<file path="src/rtl/router_pkg.sv">
// Shared definitions for the router packet transmitter.
// Holds FSM state codes, header field positions, the invalid channel code,
// the maximum payload length and small header/parity helper functions.
package router_pkg;

  localparam int MAX_LEN = 15;
  localparam int BUF_AW  = 4;

  // Transmit FSM state codes
  localparam logic [2:0] ST_IDLE = 3'd0;
  localparam logic [2:0] ST_FILL = 3'd1;
  localparam logic [2:0] ST_ARB  = 3'd2;
  localparam logic [2:0] ST_HDR  = 3'd3;
  localparam logic [2:0] ST_PAY  = 3'd4;
  localparam logic [2:0] ST_PAR  = 3'd5;
  localparam logic [2:0] ST_GAP  = 3'd6;
  localparam logic [2:0] ST_CHK  = 3'd7;

  // Header byte layout
  localparam int HDR_DEST_LSB = 0;
  localparam int HDR_DEST_MSB = 1;
  localparam int HDR_LEN_LSB  = 2;
  localparam int HDR_LEN_MSB  = 5;
  localparam int HDR_RSVD_LSB = 6;
  localparam int HDR_RSVD_MSB = 7;

  // Channel 3 does not exist on the router
  localparam logic [1:0] CH_INVALID = 2'd3;

  // Build the header byte; reserved bits are always zero
  function automatic logic [7:0] make_hdr(input logic [1:0] dest, input logic [3:0] len);
    logic [7:0] h;
    h = 8'h00;
    h[HDR_DEST_MSB:HDR_DEST_LSB] = dest;
    h[HDR_LEN_MSB:HDR_LEN_LSB]   = len;
    h[HDR_RSVD_MSB:HDR_RSVD_LSB] = 2'b00;
    return h;
  endfunction

  // Even byte-wise parity: running XOR of every byte in the packet
  function automatic logic [7:0] par_step(input logic [7:0] acc, input logic [7:0] b);
    return acc ^ b;
  endfunction

endpackage

</file>
<file path="src/rtl/router_pkt_tx_if.sv">
// Command and payload handshake bundle of the packet transmitter.
//   cmd_valid/cmd_ready/cmd_dest/cmd_len/force_bad_parity : command channel
//   s_valid/s_ready/s_data                                : payload byte stream
// master: the producer of commands and bytes; slave: the transmitter.
interface router_pkt_tx_if;
  logic       cmd_valid;
  logic       cmd_ready;
  logic [1:0] cmd_dest;
  logic [3:0] cmd_len;
  logic       force_bad_parity;
  logic       s_valid;
  logic       s_ready;
  logic [7:0] s_data;

  modport master (
    output cmd_valid, cmd_dest, cmd_len, force_bad_parity, s_valid, s_data,
    input  cmd_ready, s_ready
  );

  modport slave (
    input  cmd_valid, cmd_dest, cmd_len, force_bad_parity, s_valid, s_data,
    output cmd_ready, s_ready
  );
endinterface

</file>
<file path="src/rtl/router_pkt_buf.sv">
// Payload buffer: written in order during fill, then read back in order.
//   clk, resetn : clock, synchronous active-low reset
//   clr         : return both indices to zero (start of a new packet)
//   wr_en/wdata : store wdata at wr_idx and advance it
//   rd_en       : advance rd_idx; rdata always shows the entry at rd_idx
module router_pkt_buf #(
  parameter int AW = 4
) (
  input  logic          clk,
  input  logic          resetn,
  input  logic          clr,
  input  logic          wr_en,
  input  logic [7:0]    wdata,
  input  logic          rd_en,
  output logic [7:0]    rdata,
  output logic [AW-1:0] wr_idx,
  output logic [AW-1:0] rd_idx
);

  logic [7:0]    mem_q [0:(2**AW)-1];
  logic [AW-1:0] wr_q, wr_d;
  logic [AW-1:0] rd_q, rd_d;

  // Index update: clear wins over any access
  always_comb begin
    wr_d = wr_q;
    rd_d = rd_q;
    if (clr) begin
      wr_d = '0;
      rd_d = '0;
    end else begin
      if (wr_en) begin
        wr_d = wr_q + {{(AW-1){1'b0}}, 1'b1};
      end else begin
        wr_d = wr_q;
      end
      if (rd_en) begin
        rd_d = rd_q + {{(AW-1){1'b0}}, 1'b1};
      end else begin
        rd_d = rd_q;
      end
    end
  end

  // Index registers
  always_ff @(posedge clk) begin
    if (!resetn) begin
      wr_q <= '0;
      rd_q <= '0;
    end else begin
      wr_q <= wr_d;
      rd_q <= rd_d;
    end
  end

  // Storage array; contents are don't-care until written, so no reset
  always_ff @(posedge clk) begin
    if (wr_en && !clr) begin
      mem_q[wr_q] <= wdata;
    end
  end

  assign rdata  = mem_q[rd_q];
  assign wr_idx = wr_q;
  assign rd_idx = rd_q;

endmodule

</file>
<file path="src/rtl/router_pkt_tx.sv">
// Packet transmitter in front of the 3-channel router.
// Accepts a (dest,len) command and len payload bytes, buffers them, then
// sends header, payload and parity as one contiguous packet_valid burst and
// reports the router's err verdict through tx_done/tx_err.
//   clk, resetn      : clock, synchronous active-low reset
//   bus (slave)      : command and payload handshakes
//   packet_valid     : burst strobe to the router
//   datain           : byte to the router (0 when packet_valid is low)
//   rtr_busy         : router busy, holds the packet in arbitration
//   rtr_err          : router parity error, sampled after the packet
//   cmd_err          : 1-cycle pulse, command rejected
//   tx_done          : 1-cycle pulse, packet finished
//   tx_err           : verdict of the last finished packet
module router_pkt_tx #(
  parameter int MAX_LEN = 15,
  parameter int BUF_AW  = 4
) (
  input  logic              clk,
  input  logic              resetn,
  router_pkt_tx_if.slave    bus,
  output logic              packet_valid,
  output logic [7:0]        datain,
  input  logic              rtr_busy,
  input  logic              rtr_err,
  output logic              cmd_err,
  output logic              tx_done,
  output logic              tx_err
);

  import router_pkg::*;

  logic [2:0]        state_q, state_d;
  logic [1:0]        dest_q, dest_d;
  logic [3:0]        len_q, len_d;
  logic              bad_q, bad_d;
  logic [7:0]        par_q, par_d;
  logic              pv_q, pv_d;
  logic [7:0]        data_q, data_d;
  logic              cmd_ready_q, cmd_ready_d;
  logic              s_ready_q, s_ready_d;
  logic              cmd_err_q, cmd_err_d;
  logic              tx_done_q, tx_done_d;
  logic              tx_err_q, tx_err_d;

  logic              cmd_fire;
  logic              s_fire;
  logic              cmd_bad;
  logic              buf_clr;
  logic              buf_wr;
  logic              buf_rd;
  logic [7:0]        buf_rdata;
  logic [BUF_AW-1:0] wr_idx;
  logic [BUF_AW-1:0] rd_idx;

  router_pkt_buf #(.AW(BUF_AW)) u_buf (
    .clk    (clk),
    .resetn (resetn),
    .clr    (buf_clr),
    .wr_en  (buf_wr),
    .wdata  (bus.s_data),
    .rd_en  (buf_rd),
    .rdata  (buf_rdata),
    .wr_idx (wr_idx),
    .rd_idx (rd_idx)
  );

  // Handshake qualification against the registered ready flags
  always_comb begin
    cmd_fire = bus.cmd_valid & cmd_ready_q;
    s_fire   = bus.s_valid & s_ready_q;
    cmd_bad  = (bus.cmd_dest == CH_INVALID) || (bus.cmd_len == 4'd0) ||
               (int'(bus.cmd_len) > MAX_LEN);
  end

  // Next-state, parity accumulation and buffer control
  always_comb begin
    state_d   = state_q;
    dest_d    = dest_q;
    len_d     = len_q;
    bad_d     = bad_q;
    par_d     = par_q;
    cmd_err_d = 1'b0;
    tx_done_d = 1'b0;
    tx_err_d  = tx_err_q;
    buf_clr   = 1'b0;
    buf_wr    = 1'b0;
    case (state_q)
      ST_IDLE: begin
        buf_clr = 1'b1;
        if (cmd_fire) begin
          if (cmd_bad) begin
            cmd_err_d = 1'b1;
          end else begin
            dest_d  = bus.cmd_dest;
            len_d   = bus.cmd_len;
            bad_d   = bus.force_bad_parity;
            par_d   = make_hdr(bus.cmd_dest, bus.cmd_len);
            state_d = ST_FILL;
          end
        end else begin
          state_d = ST_IDLE;
        end
      end
      ST_FILL: begin
        if (s_fire) begin
          buf_wr = 1'b1;
          par_d  = par_step(par_q, bus.s_data);
          if (wr_idx == BUF_AW'(len_q - 4'd1)) begin
            state_d = ST_ARB;
          end else begin
            state_d = ST_FILL;
          end
        end else begin
          state_d = ST_FILL;
        end
      end
      ST_ARB: begin
        if (!rtr_busy) begin
          state_d = ST_HDR;
        end else begin
          state_d = ST_ARB;
        end
      end
      ST_HDR: state_d = ST_PAY;
      ST_PAY: begin
        // rd_idx has already advanced past every byte once it equals len
        if (rd_idx == BUF_AW'(len_q)) begin
          state_d = ST_PAR;
        end else begin
          state_d = ST_PAY;
        end
      end
      ST_PAR: state_d = ST_GAP;
      ST_GAP: state_d = ST_CHK;
      ST_CHK: begin
        tx_err_d  = rtr_err;
        tx_done_d = 1'b1;
        state_d   = ST_IDLE;
      end
      default: state_d = ST_IDLE;
    endcase
    // Read a byte on every cycle that the registered output will be payload
    buf_rd = (state_d == ST_PAY);
  end

  // Registered outputs decoded from the next state
  always_comb begin
    cmd_ready_d = (state_d == ST_IDLE);
    s_ready_d   = (state_d == ST_FILL);
    case (state_d)
      ST_HDR: begin
        pv_d   = 1'b1;
        data_d = make_hdr(dest_q, len_q);
      end
      ST_PAY: begin
        pv_d   = 1'b1;
        data_d = buf_rdata;
      end
      ST_PAR: begin
        pv_d   = 1'b1;
        data_d = par_q ^ {7'b0000000, bad_q};
      end
      default: begin
        pv_d   = 1'b0;
        data_d = 8'h00;
      end
    endcase
  end

  // State and output registers
  always_ff @(posedge clk) begin
    if (!resetn) begin
      state_q     <= ST_IDLE;
      dest_q      <= 2'd0;
      len_q       <= 4'd0;
      bad_q       <= 1'b0;
      par_q       <= 8'h00;
      pv_q        <= 1'b0;
      data_q      <= 8'h00;
      cmd_ready_q <= 1'b0;
      s_ready_q   <= 1'b0;
      cmd_err_q   <= 1'b0;
      tx_done_q   <= 1'b0;
      tx_err_q    <= 1'b0;
    end else begin
      state_q     <= state_d;
      dest_q      <= dest_d;
      len_q       <= len_d;
      bad_q       <= bad_d;
      par_q       <= par_d;
      pv_q        <= pv_d;
      data_q      <= data_d;
      cmd_ready_q <= cmd_ready_d;
      s_ready_q   <= s_ready_d;
      cmd_err_q   <= cmd_err_d;
      tx_done_q   <= tx_done_d;
      tx_err_q    <= tx_err_d;
    end
  end

  assign bus.cmd_ready = cmd_ready_q;
  assign bus.s_ready   = s_ready_q;
  assign packet_valid  = pv_q;
  assign datain        = data_q;
  assign cmd_err       = cmd_err_q;
  assign tx_done       = tx_done_q;
  assign tx_err        = tx_err_q;

endmodule

</file>
<file path="src/flat_wrapper.sv">
// flat-port wrapper written by rule: the top's interface ports become plain ports
module router_pkt_tx_flat import router_pkg::*;
#(
  parameter int MAX_LEN = 15,
  parameter int BUF_AW  = 4
)
  (clk, resetn, packet_valid, datain, rtr_busy, rtr_err, cmd_err, tx_done, tx_err, bus_cmd_valid, bus_cmd_dest, bus_cmd_len, bus_force_bad_parity, bus_s_valid, bus_s_data, bus_cmd_ready, bus_s_ready);
  router_pkt_tx_if bus_i ();
  input  logic clk;
  input  logic resetn;
  output logic packet_valid;
  output logic [7:0] datain;
  input  logic rtr_busy;
  input  logic rtr_err;
  output logic cmd_err;
  output logic tx_done;
  output logic tx_err;
  input wire logic [$bits(bus_i.cmd_valid)-1:0] bus_cmd_valid;
  input wire logic [$bits(bus_i.cmd_dest)-1:0] bus_cmd_dest;
  input wire logic [$bits(bus_i.cmd_len)-1:0] bus_cmd_len;
  input wire logic [$bits(bus_i.force_bad_parity)-1:0] bus_force_bad_parity;
  input wire logic [$bits(bus_i.s_valid)-1:0] bus_s_valid;
  input wire logic [$bits(bus_i.s_data)-1:0] bus_s_data;
  output wire logic [$bits(bus_i.cmd_ready)-1:0] bus_cmd_ready;
  output wire logic [$bits(bus_i.s_ready)-1:0] bus_s_ready;
  assign bus_i.cmd_valid = bus_cmd_valid;
  assign bus_i.cmd_dest = bus_cmd_dest;
  assign bus_i.cmd_len = bus_cmd_len;
  assign bus_i.force_bad_parity = bus_force_bad_parity;
  assign bus_i.s_valid = bus_s_valid;
  assign bus_i.s_data = bus_s_data;
  assign bus_cmd_ready = bus_i.cmd_ready;
  assign bus_s_ready = bus_i.s_ready;
  router_pkt_tx #(.MAX_LEN(MAX_LEN), .BUF_AW(BUF_AW)) u_core (.clk(clk), .resetn(resetn), .bus(bus_i), .packet_valid(packet_valid), .datain(datain), .rtr_busy(rtr_busy), .rtr_err(rtr_err), .cmd_err(cmd_err), .tx_done(tx_done), .tx_err(tx_err));
endmodule
</file>
<file path="config.mk">
export PLATFORM = sky130hd
export DESIGN_NAME = router_pkt_tx_flat
export DESIGN_NICKNAME = d
export VERILOG_FILES = /design/src/rtl/router_pkg.sv /design/src/rtl/router_pkt_tx_if.sv /design/src/rtl/router_pkt_buf.sv /design/src/rtl/router_pkt_tx.sv /design/src/flat_wrapper.sv
export SDC_FILE = /design/constraint.sdc
export NUM_CORES = 1
export LEC_CHECK = 0
export ABC_CLOCK_PERIOD_IN_PS = 2800
export BUFFER_PORTS_ARGS = -buffer_cell sky130_fd_sc_hd__buf_2
export CORE_UTILIZATION = 45
export DETAILED_ROUTE_END_ITERATION = 8
export SETUP_SLACK_MARGIN = 0.02
export SYNTH_ARGS = -nofsm -noshare
export SYNTH_HDL_FRONTEND = slang
export SYNTH_SLANG_ARGS = --single-unit
</file>
<file path="constraint.sdc">
create_clock -name clk -period 2.8 [get_ports clk]
set_input_delay 0.42 -clock clk [delete_from_list [all_inputs] [get_ports clk]]
set_output_delay 0.42 -clock clk [all_outputs]
set_load 0.1 [all_outputs]
</file>
======== After elaboration in Yosys (flattened, before gate mapping) ========
Memory sizes are Yosys's and may differ from the RTL's. A register that Yosys moved wholly into a read port is not among the register bits.
Cells that the tools add are included.
Widths: inputs -> output; s select.
storage, ports and cells
  register bits ........................... 40
  memory bits (writable) .................. 128
  output and inout bits ................... 14
  logic and storage cells ................. 75
  memories kept ........................... 1
memory list
  name                depth  bits a word  rd ports  clocked after Yosys merged registers in  wr ports  line                  RTL
  u_core.u_buf.mem_q  16     8            1         1                                        1         router_pkt_buf.sv:20  logic [7:0] mem_q [0:(2**AW)-1];
cells by class
  add/subtract/negate cells ............... 3
  eq/ne operators ......................... 17
  multiplexer cells ....................... 22
  bitwise operators ....................... 6
  reductions and logical operators ........ 12
operator list
  kind                 number
  $mux 8               3
  $pmux 3 s8           1
  $pmux 8 s3           1
  $eq 3x3->1 const B   6
  $pmux 8 s2           1
  $mux 1               10
  $eq 3x2->1 const B   3
  $add 4x1->4 const B  2
  $eq 4x4->1           2
  $mux 4               2
  $xor 8x1->8          1
  $xor 8x8->8          1
  $eq 3x1->1 const B   2
  $logic_not 3->1      2
  $mux 3               2
  $reduce_and 3->1     2
  $logic_not 4->1      1
  $mux 2               2
  $ne 2x1->1 const B   2
  $reduce_and 4->1     1
  $sub 4x1->4 const B  1
  $reduce_or 3->1      1
  $and 1x1->1          2
  $eq 2x2->1 const B   1
  7 further kinds      8

======== Longest topological paths before layout ========
Gate-level depths: netlist of run 1.
  depth in word-level cells ............... 8
  mapped depth ............................ 8

======== By module ========
From an unflattened synthesis of run 1, not the netlist that was laid out.
unflattened totals
  cells, all modules ...................... 459
  area, all modules ....................... 7,110.6 um^2
modules (own cells, without submodules)
  module          instances  cells each  area each (um^2)
  router_pkt_buf  1          261         5,466.5
  router_pkt_tx   1          198         1,644.1

======== Worst setup path before layout of run 1 ========
OpenSTA, ideal clock, no wires.
  path type ............................... reg-to-reg
  start ................................... register u_core.s_ready_q, in the netlist u_core.bus.s_ready
  end ..................................... memory u_core.u_buf.mem_q[3][0], enable pin
  library setup time ...................... 0.383 ns
  arrival time ............................ 2.123 ns
  path slack .............................. 0.293 ns
  stages on the path, launching flop included .. 5
  path buffers ............................ 1
  cells stage by stage .................... dfxtp_1 > and3_1 > buf_4 > nand2_1 > nor3_1
between the ends
  longest elaborated chain between the ends .. 6
RTL lines
  element                       line                  RTL
  from (decl)                   router_pkt_tx.sv:40   logic s_ready_q, s_ready_d;
  from (signal assigned)        router_pkt_tx.sv:194  s_ready_q <= s_ready_d;
  $and 1x1->1                   router_pkt_tx.sv:70   s_fire = bus.s_valid & s_ready_q;
  $mux 1                        router_pkt_tx.sv:105  if (s_fire) begin
  $mux 1                        router_pkt_tx.sv:87   case (state_q)
  $logic_and 1x1->1             router_pkt_buf.sv:58  if (wr_en && !clr) begin
  $mux 1                        router_pkt_buf.sv:58
  $mux 1 (not written as such)  router_pkt_buf.sv:59  mem_q[wr_q] <= wdata;
  to (decl)                     router_pkt_buf.sv:20
Every way passes these cells.

======== Worst setup path in the final report of run 1 ========
  start ................................... register u_core.state_q[0]
  end ..................................... memory u_core.u_buf.mem_q[14][2], enable pin
between the ends
  longest elaborated chain between the ends .. 6
  elaborated cells between the ends (all ways) .. 8
RTL lines
  element                         line                  RTL
  from (decl)                     router_pkt_tx.sv:32   logic [2:0] state_q, state_d;
  from (signal assigned)          router_pkt_tx.sv:186  state_q <= state_d;
  $logic_not 3->1                 router_pkt_tx.sv:87
  $mux 1                          router_pkt_tx.sv:87
  $logic_not 1->1                 router_pkt_buf.sv:58
  $logic_and 1x1->1 *             router_pkt_buf.sv:58
  $mux 1 *                        router_pkt_buf.sv:58
  $mux 1 (not written as such) *  router_pkt_buf.sv:59
Mark *: on every way between the ends. The rest lies on a longest branch, timed or not.

==> flow_summary.yaml, run 1 <==
synthesis:
  synth_edf_count: 128
  synth_flop_cell: "edfxtp_1"
  ys_async_sr_fraction_pct: 0
  synth_cell_type_count: 50
  syn-mean-instance-area_sq_um: 15.7
  ys_warn_count: 0
  synth-seq-cells: 172
  synth_area_sq_um: 7010
  syn_inst: 446
  synth-seq-area-share_pct: 67.4
  syn_nets: 473
sta:
  fmax_mhz: 425
  fin_crit_sh_pct: 84.0
  finalSetupViolCount: 0
  tightest_slew_ns: 0.841
  clock_skew_ns: 0.00477
  slew_headroom_pct: 43.9
  maxSlewViolCount: 0
  tns_ns: 0
  fin_crit_ns: 2.35
  rsz0062_at_grt: "no"
  hold_viol: 0
finish:
  antenna-diode-count: 0
  fin_nets: 523
  multi_input_area_sq_um: 2130
  fill_cells: 1250
  final_common_cell: "edfxtp_1"
  final_cell_mix: "edfxtp_1 (128), dfxtp_1 (43), buf_2 (34)"
  area_growth_pct: 14.6
  drive_gt1_share_pct: 25.1
  seqCellArea_sq_um: 4730
power:
  p_leak_nw: 2.73
  seqPwrFrac_pct: 53.1
  swShare_pct: 19.5
  power_frac_comb_pct: 3.1
  internal_power_mw: 4.19
  switchingPower_mw: 1.02
  total_power_mw: 5.20
  powerDensity_nw_per_um2: 647
  vdd_drop_max_mv: 0.459
  p_clk_share_pct: 43.8
clock_network:
  cts_tree: "built"
  holdBufCountCts: 0
  ctsLongestPathBuffers: 2
  clk_pin_slew_worst_paths_ns: 0.06
  tritoncts.num_buffers: 17
  clockRootBuffer: "clkbuf_16"
  clkSinkCount: 172
  htreeDepth: 4
  insertion_delay_ns: 0.42
  cts_setup_buffers: 0
  cts_resized: 0
global_routing:
  grt_pass1_vias: 3947
  grt_use_total_pct: 19.3
  grt_pass1_wl_um: 22800
  antenna_found_initial: 0
  grt_max_degree: 25
  grt-ovfl-total: 0
placed_design:
  hpwl_um: 9850
  io_buffers: 34
  globalplace.congestion: 0.821
worst_hold_path:
  worstHoldPathCells: 3
  hp-class: "primary input to flop"
detailed_routing:
  wl_per_cell_um: 20.7
  route.detailed.drc: 0
  dr.first_iter.drc_count: 290
  vias: 3850
  viasPerCell: 5.52
  ant_nets: 0
  routed_wl_um: 14400
  drtPass1Iterations: 4
worst_setup_path:
  rrSetupSlack_ns: 0.45
  worstSetupPathType: "flop to flop"
  path_max_fanout: 11
  critPathCaptureType: "flop"
  cp.arrival_ns: 2.40
  start_kind: "flop"
  r2r_cells: 4
  worstPathRequired_ns: 2.85
floorplanning:
  row_count: 45
  core_area_sq_um: 15200
  die_y_um: 127
  initial_core_util_pct: 46.1
  chipWidth_um: 127
  dieArea_sq_um: 16100
  io-pin-count: 35
outcome:
  outcome: "completed"
run:
  max-cap-violations: 0
-- cells by family after synthesis --
logic type | after synthesis | synth area share (%)
DFF | 172 | 67.4
and+or+nand+nor | 108 | 7.99
AOI/OAI and AO/OA | 71 | 7.37
muxes | 41 | 11.6
buffers and inverters | 29 | 2.27
xor gates and xnor gates | 19 | 2.37
adders and majority gates | 6 | 1.07
-- cell usage after synthesis (all sizes together), types with 2 or more instances --
| library cell | instances | area share (%) |
|---|---|---|
| a22oi | 16 | 1.7 |
| edfxtp | 128 | 55 |
| o21ai | 14 | 1.2 |
| nor3b | 4 | 0.75 |
| nand3b | 6 | 0.64 |
| buf | 12 | 1.3 |
| inv | 5 | 0.27 |
| a22o | 4 | 0.50 |
| xnor2 | 10 | 1.2 |
| and2 | 3 | 0.27 |
| mux4 | 32 | 10 |
| nand2b | 4 | 0.36 |
| nor2b | 9 | 0.80 |
| nor3 | 7 | 0.57 |
| and3 | 3 | 0.27 |
| or3 | 2 | 0.18 |
| mux2i | 8 | 1.1 |
| ha | 6 | 1.1 |
| nand4 | 2 | 0.18 |
| nand2 | 24 | 1.3 |
| a21oi | 11 | 0.95 |
| nand3 | 7 | 0.50 |
| dfxtp | 44 | 13 |
| nor2 | 34 | 1.9 |
| xor2 | 9 | 1.1 |
| a21boi | 9 | 0.96 |
| clkbuf | 12 | 0.66 |
| a21o | 11 | 1.2 |
-- routing by layer --
layer,part of all wire [%],track usage (%),vias up
li1,-,-,1802
met1,48,26.9,1946
met2,46,30.1,81
met3,4.0,4.05,21
met4,2.1,7.21,0
met5,0,0,-
-- sequential cells by signal (all words and copies together), names as in the netlist, named ones only --
name and flops:
u_core.u_buf.mem_q 128, u_core.datain 8, u_core.par_q 8, u_core.len_q 4
u_core.u_buf.rd_idx 4, u_core.u_buf.wr_idx 4, u_core.state_q 3, u_core.dest_q 2
u_core.bad_q 1, u_core.bus.cmd_ready 1, u_core.bus.s_ready 1, u_core.cmd_err 1
u_core.packet_valid 1, u_core.tx_done 1, u_core.tx_err 1
-- layout make-up --
cell class,instances,share of cell area [%]
sequential,172,58.8
multi-input combinational,245,26.5
clock buffer,26,6.60
timing repair buffer,55,4.23
tap,188,2.93
clock inverter,6,0.700
inverter,5,0.233
-- metrics by stage --
step                      hold slack [ns]  worst slack, ns  util [%]  area [sq um]  instances
final                               0.262            0.448      52.9          8040        697
after global routing                0.280            0.284      52.9          8040        697
after CTS                           0.250            0.462      52.9          8040        697
after detailed placement            0.466            0.470      49.0          7450        665
after global placement              0.458            0.517      49.0          7450        665
after floorplan                     0.443            0.293         -          7010        446
-- critical path, stage by stage, from the launching register on --
cell,delay [ns]
dfxtp_1,0.58
nor3b_4,0.43
and3_1,0.30
nand2_1,0.14
nor2_1,0.54
-- power by group through the flow --
| stage | registers [mW] | clock network [mW] | logic [mW] |
|---|---|---|---|
| after floorplan | 2.83 | 0 | 0.0798 |
| after global routing | 2.76 | 2.42 | 0.178 |
| after global placement | 2.82 | 0 | 0.156 |
| after detailed placement | 2.82 | 0 | 0.162 |
| final | 2.76 | 2.28 | 0.161 |
| after CTS | 2.76 | 2.33 | 0.163 |
-- path summary, 6_finish.rpt --
| kind | startpoint | to |
|---|---|---|
| max reg2reg | u_core.state_q[0]$_SDFF_PN0_ | u_core.u_buf.mem_q[14][2]$_DFFE_PP_ |
| max | u_core.state_q[0]$_SDFF_PN0_ | u_core.u_buf.mem_q[14][2]$_DFFE_PP_ |
| min reg2reg | u_core.dest_q[1]$_SDFFE_PN0P_ | u_core.dest_q[1]$_SDFFE_PN0P_ |
| min | rtr_err | u_core.tx_err$_SDFFE_PN0P_ |
No activity file was read; power rests on OpenSTA's default activity.
==> run 2, diff against run 1 <==
ABC_CLOCK_PERIOD_IN_PS = 2029   (was 2800)
clock period = 2.03 ns   (was 2.8 ns; I/O delays follow)
==> run 2 against run 1 <==
Global-route usage grew 0.70 points; clock skew rose by 0.0017 ns; largest power group unchanged; utilization up 0.58 points; fmax is 25% higher; largest cell class unchanged.
==> flow_summary.yaml, run 2 (synthesis results as in run 1) <==
clock_network:
  htreeDepth: 4
  clockRootBuffer: "clkbuf_16"
  clkSinkCount: 172
  insertion_delay_ns: 0.43
  cts_setup_buffers: 0
  tritoncts.num_buffers: 17
  ctsLongestPathBuffers: 2
  cts_tree: "built"
  holdBufCountCts: 0
  cts_resized: 0
  clk_pin_slew_worst_paths_ns: 0.06
sta:
  fin_crit_ns: 1.88
  fmax_mhz: 532
  rsz0062_at_grt: "no"
  tightest_slew_ns: 0.727
  finalSetupViolCount: 0
  fin_crit_sh_pct: 92.7
  maxSlewViolCount: 0
  hold_viol: 0
  clock_skew_ns: 0.00649
  slew_headroom_pct: 51.5
  tns_ns: 0
finish:
  area_growth_pct: 15.8
  fin_nets: 535
  antenna-diode-count: 0
  multi_input_area_sq_um: 2150
  largest_register: "u_core.u_buf.mem_q"
  final_common_cell: "edfxtp_1"
  seqCellArea_sq_um: 4730
  fin_cells: 709
  final_cell_mix: "edfxtp_1 (128), dfxtp_1 (42), buf_2 (34)"
  drive_gt1_share_pct: 28.0
  largest_register_ffs: 128
  fill_cells: 1223
  final_area_sq_um: 8130
global_routing:
  grt_pass1_wl_um: 23100
  grt_pass1_vias: 3966
  grt_max_degree: 31
  grt_use_total_pct: 20.0
  grt-ovfl-total: 0
  antenna_found_initial: 0
worst_hold_path:
  worstHoldPathCells: 3
  min_to: "u_core.bad_q$_SDFFE_PN0P_"
  min-delay-start: "bus_force_bad_parity"
  hp-class: "primary input to flop"
worst_setup_path:
  worstPathRequired_ns: 2.33
  worstSetupPathType: "flop to flop"
  worstPathCellList: "buf_12 -> mux4_2 -> a22o_1 -> nor2_1 -> o21ai_1"
  start_kind: "flop"
  max_stage_delay_ns: 0.53
  slowest_stage: "mux4_2"
  rrSetupSlack_ns: 0.15
  path_max_fanout: 20
  r2r_cells: 5
  critPathCaptureType: "flop"
  reg2reg_to: "u_core.datain[7]$_SDFF_PN0_"
  cp.arrival_ns: 2.19
detailed_routing:
  viasPerCell: 5.55
  ant_nets: 0
  wl_per_cell_um: 20.8
  vias: 3935
  route.detailed.drc: 0
  dr.first_iter.drc_count: 456
  drtPass1Iterations: 7
  routed_wl_um: 14700
power:
  powerDensity_nw_per_um2: 868
  p_leak_nw: 2.78
  vdd_drop_max_mv: 0.621
  total_power_mw: 7.06
placed_design:
  io_buffers: 34
  globalplace.congestion: 0.793
  place_area_sq_um: 7570
  hpwl_um: 10100
  dp.cells: 677
floorplanning:
  core_area_sq_um: 15200
  chipWidth_um: 127
  die_y_um: 127
  initial_core_util_pct: 46.1
  dieArea_sq_um: 16100
  row_count: 45
  io-pin-count: 35
run:
  max-cap-violations: 0
outcome:
  outcome: "completed"
==> run 2: critical path, delay by kind of cell (launching register included) <==
family | cells | cell delay, ns
compound gates | 2 | 0.35
mux | 1 | 0.53
simple gates | 1 | 0.23
flops | 1 | 0.41
buf+inv | 1 | 0.22
==> run 2: how the worst max path moves through the flow <==
stage	start	end	slack [ns]	cells after the start
global route	u_core.state_q[1]$_SDFF_PN0_	u_core.len_q[2]$_SDFFE_PN0P_	0.04	5
CTS	flop	u_core.datain[7]$_SDFF_PN0_	0.12	5
floorplan	u_core.bus.s_ready$_SDFF_PN0_	u_core.u_buf.mem_q[15][0]$_DFFE_PP_	0.07	4
global placement	flop	u_core.datain[7]$_SDFF_PN0_	0.15	5
finish	flop	u_core.datain[7]$_SDFF_PN0_	0.15	5
detailed placement	flop	u_core.datain[7]$_SDFF_PN0_	0.13	5
==> run 2: area by class of cell <==
cell class	instances	share of cell area [%]
clock buffers	18	5.28
clock inverters	14	1.49
inverters	5	0.231
multi-input cells	245	26.5
flip-flops and latches	172	58.2
well taps	188	2.89
repair buffers	67	5.45
==> run 2: routing by layer <==
metal  GRT usage [%]  routed length [um]  up-vias
met3            4.77                 667       13
met2            31.5                7260       97
met5               0                   0        -
li1                -                   -     1828
met1            27.6                6650     1997
met4            6.44                 161        0
==> run 2: stage by stage <==
stage                     utilization, %  hold slack [ns]  worst slack, ns
after floorplan                        -            0.403           0.0736
final                               53.4            0.150            0.149
after global placement              49.8            0.457            0.146
after CTS                           53.4            0.130            0.116
after detailed placement            49.8            0.457            0.129
after global routing                53.4            0.164           0.0431
==> run 2: power by group <==
group	internal, mW	switching, mW
logic	0.0743	0.161
registers	3.79	0.0131
clock network	1.69	1.33
